## src/rtl/spi_reg_bank_pkg.sv

```systemverilog
// Shared types and constants for the SPI command/register stage.
package spi_reg_bank_pkg;

  typedef enum logic [1:0] {
    StIdle  = 2'd0,
    StWData = 2'd1,
    StRData = 2'd2
  } state_e;

  // Idle/link-check word; the bank uses its low WIDTH bits.
  localparam logic [7:0] SigDefault = 8'hA5;

  function automatic int unsigned cnt_width(input int unsigned timeout);
    return (timeout > 1) ? $clog2(timeout) : 1;
  endfunction

endpackage

```

## src/rtl/spi_reg_bank_sel_sync.sv

```systemverilog
// Two-flop synchronizer for the raw SPI chip select with edge pulses.
module spi_reg_bank_sel_sync (
  input  logic clk_i,
  input  logic rst_ni,
  input  logic sel_ni,
  output logic rise_o,
  output logic fall_o
);

  logic       meta_q, sync_q, prev_q;
  logic [2:0] vld_q;
  logic [2:0] vld_d;

  // Edges are qualified until prev_q holds a post-reset sample, so a select
  // already low at reset release does not look like a frame start.
  assign vld_d = {vld_q[1:0], 1'b1};

  always_ff @(posedge clk_i or negedge rst_ni) begin
    if (!rst_ni) begin
      meta_q <= 1'b1;
      sync_q <= 1'b1;
      prev_q <= 1'b1;
      vld_q  <= '0;
    end else begin
      meta_q <= sel_ni;
      sync_q <= meta_q;
      prev_q <= sync_q;
      vld_q  <= vld_d;
    end
  end

  assign rise_o = vld_q[2] & sync_q & ~prev_q;
  assign fall_o = vld_q[2] & ~sync_q & prev_q;

endmodule

```

## src/rtl/spi_reg_bank.sv

```systemverilog
// Two-frame SPI command decoder driving a bank of writable registers.
module spi_reg_bank
  import spi_reg_bank_pkg::*;
#(
  parameter int unsigned       WIDTH   = 8,
  parameter int unsigned       ADDR_W  = 2,
  parameter int unsigned       TIMEOUT = 1000000,
  parameter logic [WIDTH-1:0]  SIG     = WIDTH'(SigDefault)
) (
  input  logic                         clk_i,
  input  logic                         rst_ni,
  input  logic                         sel_ni,
  input  logic [WIDTH-1:0]             rx_word_i,
  output logic [WIDTH-1:0]             tx_word_o,
  output logic [(2**ADDR_W)*WIDTH-1:0] reg_out_o,
  output logic                         wr_pulse_o,
  output logic [ADDR_W-1:0]            wr_addr_o,
  output logic                         err_o
);

  localparam int unsigned      NREG     = 2 ** ADDR_W;
  localparam int unsigned      CntW     = cnt_width(TIMEOUT);
  localparam int unsigned      CmdWrBit = WIDTH - 1;
  localparam logic [CntW-1:0]  CntMax   = CntW'(TIMEOUT - 1);

  logic sel_rise, sel_fall, eof;
  logic in_frame_q, in_frame_d;

  state_e                       state_q, state_d;
  logic [ADDR_W-1:0]            addr_q, addr_d;
  logic [WIDTH-1:0]             tx_q, tx_d;
  logic                         err_q, err_d;
  logic                         wr_pulse_q, wr_pulse_d;
  logic [ADDR_W-1:0]            wr_addr_q, wr_addr_d;
  logic [CntW-1:0]              cnt_q, cnt_d;
  logic [NREG-1:0][WIDTH-1:0]   regs_q, regs_d;
  logic                         reg_we;

  logic              cmd_wr;
  logic              cmd_bad;
  logic [ADDR_W-1:0] cmd_addr;

  spi_reg_bank_sel_sync u_sel_sync (
    .clk_i  (clk_i),
    .rst_ni (rst_ni),
    .sel_ni (sel_ni),
    .rise_o (sel_rise),
    .fall_o (sel_fall)
  );

  // A rise without a preceding fall belongs to a frame cut short by reset.
  always_comb begin
    in_frame_d = in_frame_q;
    if (sel_fall) begin
      in_frame_d = 1'b1;
    end else if (sel_rise) begin
      in_frame_d = 1'b0;
    end
  end

  assign eof = sel_rise & in_frame_q;

  assign cmd_wr   = rx_word_i[CmdWrBit];
  assign cmd_addr = rx_word_i[ADDR_W-1:0];
  assign cmd_bad  = |rx_word_i[WIDTH-2:ADDR_W];

  always_comb begin
    state_d    = state_q;
    addr_d     = addr_q;
    tx_d       = tx_q;
    err_d      = err_q;
    wr_pulse_d = 1'b0;
    wr_addr_d  = wr_addr_q;
    cnt_d      = cnt_q;
    reg_we     = 1'b0;
    unique case (state_q)
      StIdle: begin
        cnt_d = '0;
        if (eof) begin
          if (cmd_bad) begin
            err_d = 1'b1;
          end else if (cmd_wr) begin
            state_d = StWData;
            addr_d  = cmd_addr;
          end else begin
            state_d = StRData;
            addr_d  = cmd_addr;
            tx_d    = regs_q[cmd_addr];
          end
        end
      end
      StWData, StRData: begin
        // eof takes priority over an expiry in the same cycle.
        if (eof) begin
          state_d = StIdle;
          tx_d    = SIG;
          cnt_d   = '0;
          if (state_q == StWData) begin
            reg_we     = 1'b1;
            wr_pulse_d = 1'b1;
            wr_addr_d  = addr_q;
          end
        end else if (cnt_q == CntMax) begin
          state_d = StIdle;
          tx_d    = SIG;
          err_d   = 1'b1;
          cnt_d   = '0;
        end else begin
          cnt_d = cnt_q + 1'b1;
        end
      end
      default: begin
        state_d = StIdle;
        tx_d    = SIG;
        cnt_d   = '0;
      end
    endcase
  end

  always_comb begin
    regs_d = regs_q;
    if (reg_we) begin
      regs_d[addr_q] = rx_word_i;
    end
  end

  always_ff @(posedge clk_i or negedge rst_ni) begin
    if (!rst_ni) begin
      in_frame_q <= 1'b0;
      state_q    <= StIdle;
      addr_q     <= '0;
      tx_q       <= SIG;
      err_q      <= 1'b0;
      wr_pulse_q <= 1'b0;
      wr_addr_q  <= '0;
      cnt_q      <= '0;
      regs_q     <= '0;
    end else begin
      in_frame_q <= in_frame_d;
      state_q    <= state_d;
      addr_q     <= addr_d;
      tx_q       <= tx_d;
      err_q      <= err_d;
      wr_pulse_q <= wr_pulse_d;
      wr_addr_q  <= wr_addr_d;
      cnt_q      <= cnt_d;
      regs_q     <= regs_d;
    end
  end

  assign tx_word_o  = tx_q;
  assign reg_out_o  = regs_q;
  assign wr_pulse_o = wr_pulse_q;
  assign wr_addr_o  = wr_addr_q;
  assign err_o      = err_q;

endmodule

```

## config.mk

```make
export PLATFORM = sky130hd
export DESIGN_NAME = spi_reg_bank
export DESIGN_NICKNAME = d
export VERILOG_FILES = /design/src/rtl/spi_reg_bank_pkg.sv /design/src/rtl/spi_reg_bank_sel_sync.sv /design/src/rtl/spi_reg_bank.sv
export SDC_FILE = /design/constraint.sdc
export NUM_CORES = 1
export LEC_CHECK = 0
export BUFFER_PORTS_ARGS = -buffer_cell sky130_fd_sc_hd__buf_2
export CORE_MARGIN = 2
export CORE_UTILIZATION = 40
export CTS_BUF_LIST = sky130_fd_sc_hd__clkbuf_16
export CTS_CLUSTER_SIZE = 10
export DETAILED_ROUTE_END_ITERATION = 8
export GPL_ROUTABILITY_DRIVEN = 0
export PLACE_DENSITY = 0.66
export SLEW_MARGIN = 20
export SYNTH_ARGS = -nofsm -noshare
export SYNTH_HDL_FRONTEND = slang
export SYNTH_SLANG_ARGS = --single-unit
```

## constraint.sdc

```tcl
create_clock -name clk_i -period 2 [get_ports clk_i]
set_clock_uncertainty 0.05 [all_clocks]
set_input_delay 0.1 -clock clk_i [delete_from_list [all_inputs] [get_ports clk_i]]
set_output_delay 0.1 -clock clk_i [all_outputs]
set_load 0.01 [all_outputs]
```

# ---- Word level (Yosys, flattened, before mapping)
# Cells that the tools add are included.
dict set report totals {
  reg_bits 75
  latch_bits 0
  ram_bits 0
  rom_bits 0
  input_bits 11
  out_inout_bits 44
  wordCells 79
  mem_count 0
}
dict set report op_classes {
  add_sub_neg 1
  mul 0
  div 0
  order_cmp 3
  eq_ne 10
  shifts 0
  mux 30
  bitwise 8
  reduce_logical 11
}
# operator count
set op_table {}
lappend op_table {{20-bit two-way mux} 3}
lappend op_table {{8-bit two-way mux} 7}
lappend op_table {{32-bit bitwise mux} 1}
lappend op_table {{20-bit by 1-bit adder with 20-bit output (second input constant)} 1}
lappend op_table {{20-bit equality test (second input constant)} 1}
lappend op_table {{8-bit binary-select mux with 2-bit select} 1}
lappend op_table {{8-bit demux with 2-bit select} 1}
lappend op_table {{8-bit case mux with 2 select lines} 1}
lappend op_table {{2-bit inequality test (second input constant)} 6}
lappend op_table {{2-bit two-way mux} 5}
lappend op_table {{1-bit two-way mux} 9}
lappend op_table {{3-bit AND reduction} 3}
lappend op_table {{2-bit by 3-bit less-than comparator with 1-bit output (second input constant)} 2}
lappend op_table {{1-bit AND} 5}
lappend op_table {{5-bit AND reduction} 1}
lappend op_table {{5-bit OR reduction} 1}
lappend op_table {{2-bit case mux with 2 select lines} 1}
lappend op_table {{4-bit AND reduction} 1}
lappend op_table {{2-bit nonzero test} 2}
lappend op_table {{3-bit inequality test (second input constant)} 1}
lappend op_table {{1-bit NOT} 3}
lappend op_table {{2-bit by 1-bit equality test with 1-bit output (second input constant)} 1}
lappend op_table {{2-bit equality test (second input constant)} 1}
lappend op_table {{2-bit by 1-bit >= comparator with 1-bit output (second input constant)} 1}
lappend op_table {{other kinds (4)} 4}

# ---- Logic depth before layout (Yosys ltp)
# Gate-level depths: netlist of run 1.
dict set report logic_depth {
  ltp_word 6
  ltp_mapped 8
  mapped_depth_nobuf 7
}

# ---- By module
# Synthesis of run 1 repeated with hierarchy kept, for this count alone.
dict set report hier_totals {
  cells_unflattened 278
  hier_area_um2 3390.8
}
# module instances cells_per_inst area_per_inst_um2 seq_area_each_um2
set modules_own_cells {}
lappend modules_own_cells {spi_reg_bank 1 269 3215.6 1731.7}
lappend modules_own_cells {spi_reg_bank_sel_sync 1 9 175.2 153.9}

# ---- Worst setup path before layout of run 1
# No wires, ideal clock.
dict set report synth_timing {
  path_kind {flip-flop to flip-flop}
  startpoint {reg u_sel_sync.sync_q}
  endpoint {reg regs_q, in the netlist reg_out_o[15]}
  setup_ps 128
  arrival_time_ps 1612
  t_required_ps 1822
  setup_slack_ps 211
  path_stages_with_launch 8
  n_path_buf 1
  synth_period_minus_slack_ps 1789
  cell_sequence {dfstp_2 and4b_1 nand2_1 inv_2 nand2_1 or2_1 buf_2 mux2_1}
}
dict set report synth_between {
  elab_chain_len 5
}
# element line_no
set synth_lines {}
lappend synth_lines {{start, declared} spi_reg_bank_sel_sync.sv:10} ;# logic meta_q, sync_q, prev_q;
lappend synth_lines {{start signal, assigned} spi_reg_bank_sel_sync.sv:26} ;# sync_q <= meta_q;
lappend synth_lines {{1-bit AND (2 in a row)} spi_reg_bank_sel_sync.sv:32} ;# assign rise_o = vld_q[2] & sync_q & ~prev_q;
lappend synth_lines {{1-bit AND} spi_reg_bank.sv:61} ;# assign eof = sel_rise & in_frame_q;
lappend synth_lines {{1-bit two-way mux} spi_reg_bank.sv:94} ;# if (eof) begin
lappend synth_lines {{1-bit two-way mux} spi_reg_bank.sv:76} ;# unique case (state_q)
lappend synth_lines {{net reg_we} spi_reg_bank.sv:37} ;# logic reg_we;
lappend synth_lines {{end signal, assigned} spi_reg_bank.sv:147} ;# regs_q <= regs_d;
lappend synth_lines {{end, declared} spi_reg_bank.sv:36} ;# logic [NREG-1:0][WIDTH-1:0] regs_q, regs_d;
# The timed path passes the listed nets, and every way through them passes these cells.
# A chain may end at the register's enable or synchronous reset.

# ---- Final worst setup path of run 1
dict set report layout_timing {
  startpoint {reg cnt_q[8]}
  endpoint {reg tx_q[0] (netlist: tx_word_o[0])}
}
dict set report layout_between {
  elab_chain_len 3
}
# element line_no
set layout_lines {}
lappend layout_lines {{start, declared} spi_reg_bank.sv:35} ;# logic [CntW-1:0] cnt_q, cnt_d;
lappend layout_lines {{start signal, assigned} spi_reg_bank.sv:146} ;# cnt_q <= cnt_d;
lappend layout_lines {{20-bit equality test} spi_reg_bank.sv:103} ;# end else if (cnt_q == CntMax) begin
lappend layout_lines {{3-bit inequality test (no source line)} -}
lappend layout_lines {{4-bit AND reduction (no source line)} -}
lappend layout_lines {{end signal, assigned} spi_reg_bank.sv:142} ;# tx_q <= tx_d;
lappend layout_lines {{end, declared} spi_reg_bank.sv:31} ;# logic [WIDTH-1:0] tx_q, tx_d;
# No other way between the ends.

==> results by group, run 1 <==
Critical path
  • Crit-path cells: nor4b_2 > nand4_1 > or3_4 > nand3_2 > buf_12 > a2bb2oi_1
  • CP delay by family, top: simple AND/OR/NAND/NOR gates
  • Setup CP Type: reg -> reg
  • CP required: 2.21 ns
  • CP startpoint kind: flip-flop
  • CP Depth: 6
  • CP Capture Type: flip-flop
  • CP bufs+invs: 1
  • Depth of the most critical reg-to-reg path: 6
  • R2R Path Start: cnt_q[8]$_DFF_PN0_
  • Worst path max stage delay: 0.44 ns
  • Crit path max fanout: 23
  • Critical Path AT: about 2.1 ns
  • Slowest CP cell: dfrtp_2
  • Reg2reg setup slack: approximately 0.074 ns
  • RR Endpoint: tx_word_o[0]$_DFFE_PN1P_

Clock tree
  • Worst-Skew Late Latency: 0.33 ns
  • Max clock buf depth: 2
  • CTS tree: done
  • Post-CTS setup buffers: 0
  • Clk slew on worst S/H paths: 0.06 ns
  • Clock sinks: 75
  • H-tree Lvls: 3
  • TritonCTS Buffers: 9
  • Clk root buf: clkbuf_16

Detailed routing
  • Drc violations: 0
  • Final WL: between 6 and 7 mm
  • DRT iter0 DRCs: 105
  • Pre-Repair DR Iteration Count: 4
  • WL per Instance: 15.7 um
  • Vias/cell: between 5 and 6
  • Detail Route Antenna Nets: 0
  • Via count: 2273

Synthesis
  • Synth Instances: ~260
  • Synthesized cell area: 3340 um^2
  • Fraction of registers with async set/reset: 100%
  • Top post-synthesis cells by area: dfrtp_1 51%, mux2_2 11%, dfstp_2 5.5%
  • Sequential-to-total area share from yosys stat: 56.4%
  • Syn. warnings: 0
  • Area leader, netlist: dfrtp_1
  • Syn_nets: 270
  • Main synth FF type: dfrtp_1
  • Yosys reg bits: 75
  • Yosys top cell area share: 50.9%
  • Cell variety after synth: 47
  • EDFF count, synth: 0
  • Mapped Avg Cell Area: 13.1 um^2

Cells and area
  • Most common cell after layout, fill and taps aside: dfrtp_1
  • Diodes inserted: 0
  • Final net count: 342
  • Area Growth Syn to Fin: 26.2%
  • Core Util, Final: 51.6%
  • Layout cell share with drive strength beyond 1: 44.4%
  • FILL cells: roughly 720
  • Most frequent cells in the layout: 67 x dfrtp_1, 54 x buf_2, 33 x mux2_2

Timing
  • Final worst setup slack: around 0.074 ns
  • Fin crit share: 96.3%
  • Final Hold Viols: 0
  • # setup viols final: 0
  • Min Tclk post-route: around 1.9 ns
  • Fmax: 0.519 GHz
  • Setup TNS: 0 ns
  • Final Max Slew Viols: 0
  • Unrepaired setup endpoints after global routing: no

Global routing
  • Total GRT Usage: 16.5%
  • GRT overflow: 0
  • Largest net degree at the start of global routing: 76
  • Global-route wire length before repair: 11.3 mm
  • Via count of the first global-routing pass: ~2300
  • Initial antenna violation count: 0

Floorplan
  • FP Rows: 33
  • CORE AREA: 8180 um^2
  • Starting density of the core: roughly two fifths
  • Ports: 55
  • Die height: 95.4 um
  • Width of the die: 95.4 um
  • Full die area: 9110 um^2

Power
  • Leak: 1.88 nW
  • Worst VDD drop: 0.000657 V
  • Cell area power density: 1050 nW/um^2

Worst hold path
  • Min-Delay Startpoint: rx_word_i[2]
  • Worst hold path type: in -> reg
  • Hold Crit Depth: 2
  • Hold Path Sink: reg_out_o[26]$_DFFE_PN0P_

Placement
  • Port Buffers: 54
  • Post-place setup slack: 0.105 ns
  • Dpl hpwl: 4.69 mm

Flow run
  • Max Cap Viol: 0

Outcome
  • Outcome: finished clean
-- through the flow --
step / total power, W / hold slack [ns] / instance area [um^2] / instances
detailed placement: 0.00262 / 0.116 / 3830 / 420
floorplan: 0.00230 / -0.246 / 3340 / 256
global route: 0.00464 / 0.0243 / 4220 / 438
CTS: 0.00446 / 0.0169 / 4190 / 438
global placement: 0.00260 / 0.121 / 3830 / 420
finish: 0.00442 / 0.0306 / 4220 / 438
-- where the power goes --
part | switching (W) | internal [W]
sequential | 0.000129 | 0.00169
combinational | 0.000402 | 0.000382
clock | 0.000607 | 0.00122
total | 0.00114 | 0.00329
-- metal layers --
metal	share of wire [%]	track usage (%)	vias to the layer above
li1	-	-	1061
met1	47	22.3	1156
met2	48	24.8	52
met3	4.6	5.14	4
met4	0.58	6.55	0
met5	0	0	-
-- worst max path at each step --
stage,from,endpoint
2_1_floorplan,u_sel_sync.sync_q$_DFF_PN1_,reg_out_o[15]$_DFFE_PN0P_
3_3_place_gp,cnt_q[8]$_DFF_PN0_,tx_word_o[1]$_DFFE_PN0P_
3_5_place_dp,cnt_q[8]$_DFF_PN0_,tx_word_o[0]$_DFFE_PN1P_
4_1_cts,cnt_q[8]$_DFF_PN0_,tx_word_o[0]$_DFFE_PN1P_
5_1_grt,cnt_q[10]$_DFF_PN0_,tx_word_o[2]$_DFFE_PN1P_
6_report,cnt_q[8]$_DFF_PN0_,tx_word_o[0]$_DFFE_PN1P_
-- kinds of logic (layout without fill, tap and decap cells) --
group	Yosys count	count (layout)	share of synthesized area, %
buf+inv	13	90	1.98
simple gates	84	84	13.6
compound gates	15	15	3.74
other cells	1	1	0.112
flops	75	75	56.4
fa+ha+maj	3	3	1.12
mux	47	47	18.3
xor+xnor	18	18	4.71
-- state kept, by name (all words and copies together), names as in the netlist, 2 cells and up --
| register | cells |
|---|---|
| addr_q | 2 |
| state_q | 2 |
| cnt_q | 20 |
| u_sel_sync.vld_q | 3 |
| tx_word_o | 8 |
| wr_addr_o | 2 |
| reg_out_o | 32 |
-- Yosys cell counts (all sizes together), types with 2 or more instances --
cell type  count
and3           4
nand2         13
a21oi          2
or2            2
xor2           6
dfstp          7
nand3         12
mux4           8
nor3           5
and4           2
dfrtp         68
mux2          34
or3            2
ha             3
a22o           4
nor2          30
nor4b          3
mux2i          5
o21ai          3
buf            6
a2bb2oi        4
nand4          4
inv            6
xnor2         12
nor4           2
-- cell type report --
class / count / area (um^2) / share of cell area (%)
Sequential cell: 75 / 1890 / 44.7
Multi-Input combinational cell: 168 / 1420 / 33.7
Timing Repair Buffer: 68 / 418 / 9.90
Clock buffer: 9 / 225 / 5.34
Tap cell: 105 / 131 / 3.11
Clock inverter: 7 / 115 / 2.73
Inverter: 6 / 22.5 / 0.534
-- timing repair --
item                       4_1_cts  5_1_grt
setup endpoints to repair        0        7
resized for setup                0        6
hold buffers                     2        0
hold endpoints to repair        69        0
Note: power is estimated with default switching activity, not from simulation.
==> run 2, diff against run 1 <==
Settings changed: GPL_ROUTABILITY_DRIVEN 0 to not set, PLACE_DENSITY 0.66 to not set, PLACE_DENSITY_LB_ADDON set to 0.08.
==> run 2 against run 1 <==
Die area unchanged. Worst hold slack lost 0.0070 ns. Critical path depth unchanged. Global-route usage is 0.38 points higher. Core utilization down 0.51 points. Total power shrank 5.9%.
==> results by group, run 2 (synthesized netlist as in run 1, its figures left out) <==
Clock tree
  • Clk slew on worst S/H paths: 0.06 ns
  • TritonCTS Buffers: 9
  • Worst-Skew Late Latency: 0.33 ns
  • H-tree Lvls: 3
  • CTS tree: done
  • Post-CTS setup buffers: 0
  • Clock sinks: between 70 and 80
  • Clk root buf: clkbuf_16
  • Max clock buf depth: 2

Detailed routing
  • DRT iter0 DRCs: 55
  • Final WL: 6.89 mm
  • WL per Instance: roughly 16 um
  • Pre-Repair DR Iteration Count: 4
  • Detail Route Antenna Nets: 0
  • Vias/cell: ~5.0
  • Via count: 2221
  • Drc violations: 0

Critical path
  • Reg2reg setup slack: 0.08 ns
  • Worst path max stage delay: approximately 0.44 ns
  • CP startpoint kind: flip-flop
  • CP bufs+invs: 1
  • CP required: 2.21 ns
  • Crit-path cells: nor4b_2 > nand4_1 > or3_1 > nand3_2 > buf_12 > a2bb2oi_1
  • Setup CP Type: reg -> reg
  • CP delay by family, top: simple AND/OR/NAND/NOR gates
  • RR Endpoint: tx_word_o[0]$_DFFE_PN1P_
  • Depth of the most critical reg-to-reg path: 6
  • Critical Path AT: 2.12 ns
  • Crit path max fanout: 11
  • Slowest CP cell: or3_1
  • R2R Path Start: cnt_q[10]$_DFF_PN0_
  • CP Capture Type: flip-flop

Floorplan
  • Full die area: 9110 um^2
  • FP Rows: 33
  • Starting density of the core: 40.9%
  • Ports: 55
  • Width of the die: 95.4 um
  • Die height: about 95 um
  • CORE AREA: 8180 um^2

Power
  • Psw: 0.00112 W
  • Final Power: 0.00416 W
  • Net Sw Frac: a little over a quarter
  • Seq pwr share: a little over two fifths
  • Clk pwr share: a little under two fifths
  • Worst VDD drop: 0.000567 V
  • Combinational share of power: 19.0%
  • Internal: 0.00305 W
  • Leak: 1.88 nW
  • Cell area power density: 996 nW/um^2

Cells and area
  • FILL cells: 740
  • Most common cell after layout, fill and taps aside: dfrtp_1
  • Layout cell share with drive strength beyond 1: 44.8%
  • Diodes inserted: 0
  • Most frequent cells in the layout: 68 x dfrtp_1, 53 x buf_2, 33 x mux2_2
  • Max FFs per register: 32
  • Area Growth Syn to Fin: 25.0%
  • Final net count: 346
  • Post-route standard cell area excluding fillers: 4180 um^2

Worst hold path
  • Min-Delay Startpoint: rx_word_i[5]
  • Hold Path Sink: reg_out_o[21]$_DFFE_PN0P_
  • Hold Crit Depth: 2
  • Worst hold path type: in -> reg

Timing
  • Fin crit share: between 90 and 100%
  • # setup viols final: 0
  • Min Tclk post-route: 1.92 ns
  • Final Max Slew Viols: 0
  • Fmax: 0.521 GHz
  • Final Hold Viols: 0

Outcome
  • Outcome: finished clean

Global routing
  • Global-route wire length before repair: between 10 and 15 mm
  • Via count of the first global-routing pass: 2291
  • Largest net degree at the start of global routing: between 40 and 50
  • Total GRT Usage: 16.9%
  • Initial antenna violation count: 0
  • GRT overflow: 0

Placement
  • Placed inst area: 3850 um^2
  • Port Buffers: 54
  • GP Congestion: 0.750
  • Dpl hpwl: ~4.9 mm

Flow run
  • Max Cap Viol: 0
-- run 2: layout make-up --
class	count	area (um^2)	share of cell area [%]
inverter	6	22.5	0.539
clock buffer	9	225	5.39
tap	105	131	3.14
timing repair buffer	72	438	10.5
sequential	75	1890	45.1
multi-input combinational	168	1410	33.7
clock inverter	7	68.8	1.65
-- run 2: what timing repair did --
item,in CTS,in global routing
hold endpoints to repair,29,0
setup endpoints to repair,0,12
resized for setup,0,3
hold buffers,2,0
-- run 2: worst max-delay path by stage --
stage	from	slack, ns	to	cells after the start
final	cnt_q[10]$_DFF_PN0_	0.08	tx_word_o[0]$_DFFE_PN1P_	6
after global routing	cnt_q[10]$_DFF_PN0_	-0.01	tx_word_o[2]$_DFFE_PN1P_	6
after CTS	cnt_q[13]$_DFF_PN0_	0.03	tx_word_o[3]$_DFFE_PN0P_	6
after detailed placement	cnt_q[13]$_DFF_PN0_	0.05	tx_word_o[4]$_DFFE_PN0P_	6
after global placement	cnt_q[10]$_DFF_PN0_	0.07	tx_word_o[1]$_DFFE_PN0P_	6
after floorplan	u_sel_sync.sync_q$_DFF_PN1_	0.21	reg_out_o[15]$_DFFE_PN0P_	7
-- run 2: metrics by stage --
step / setup WS (ns) / TNS (ns) / hold slack [ns] / utilization [%] / cells
floorplan: 0.211 / 0 / -0.246 / - / 256
global placement: 0.0653 / 0 / 0.0352 / 47.1 / 424
detailed placement: 0.0533 / 0 / 0.0422 / 47.1 / 424
CTS: 0.0294 / 0 / 0.0169 / 50.9 / 442
global route: -0.0125 / -0.0241 / 0.0305 / 51.1 / 442
finish: 0.0814 / 0 / 0.0236 / 51.1 / 442
-- run 2: worst register-to-register path, delay by kind of cell, from the launching register on --
| family | cells | cell delay [ns] |
|---|---|---|
| AOI/OAI and AO/OA | 1 | 0.17 |
| buffers and inverters | 1 | 0.14 |
| DFF | 1 | 0.41 |
| and+or+nand+nor | 4 | 1.07 |
-- run 2: power by group through the flow --
stage	clock network [W]	logic (W)	registers, W
6_report	0.00156	0.000793	0.00181
5_1_grt	0.00169	0.000880	0.00183
4_1_cts	0.00161	0.000811	0.00181
3_5_place_dp	0	0.000805	0.00183
3_3_place_gp	0	0.000806	0.00183
2_1_floorplan	0	0.000432	0.00187
-- run 2: metal layers --
layer / track usage, % / vias to the layer above / wire, um
li1: - / 1066 / -
met1: 22.6 / 1105 / 3070
met2: 26.4 / 39 / 3400
met3: 3.56 / 11 / 276
met4: 7.50 / 0 / 143
met5: 0 / - / 0
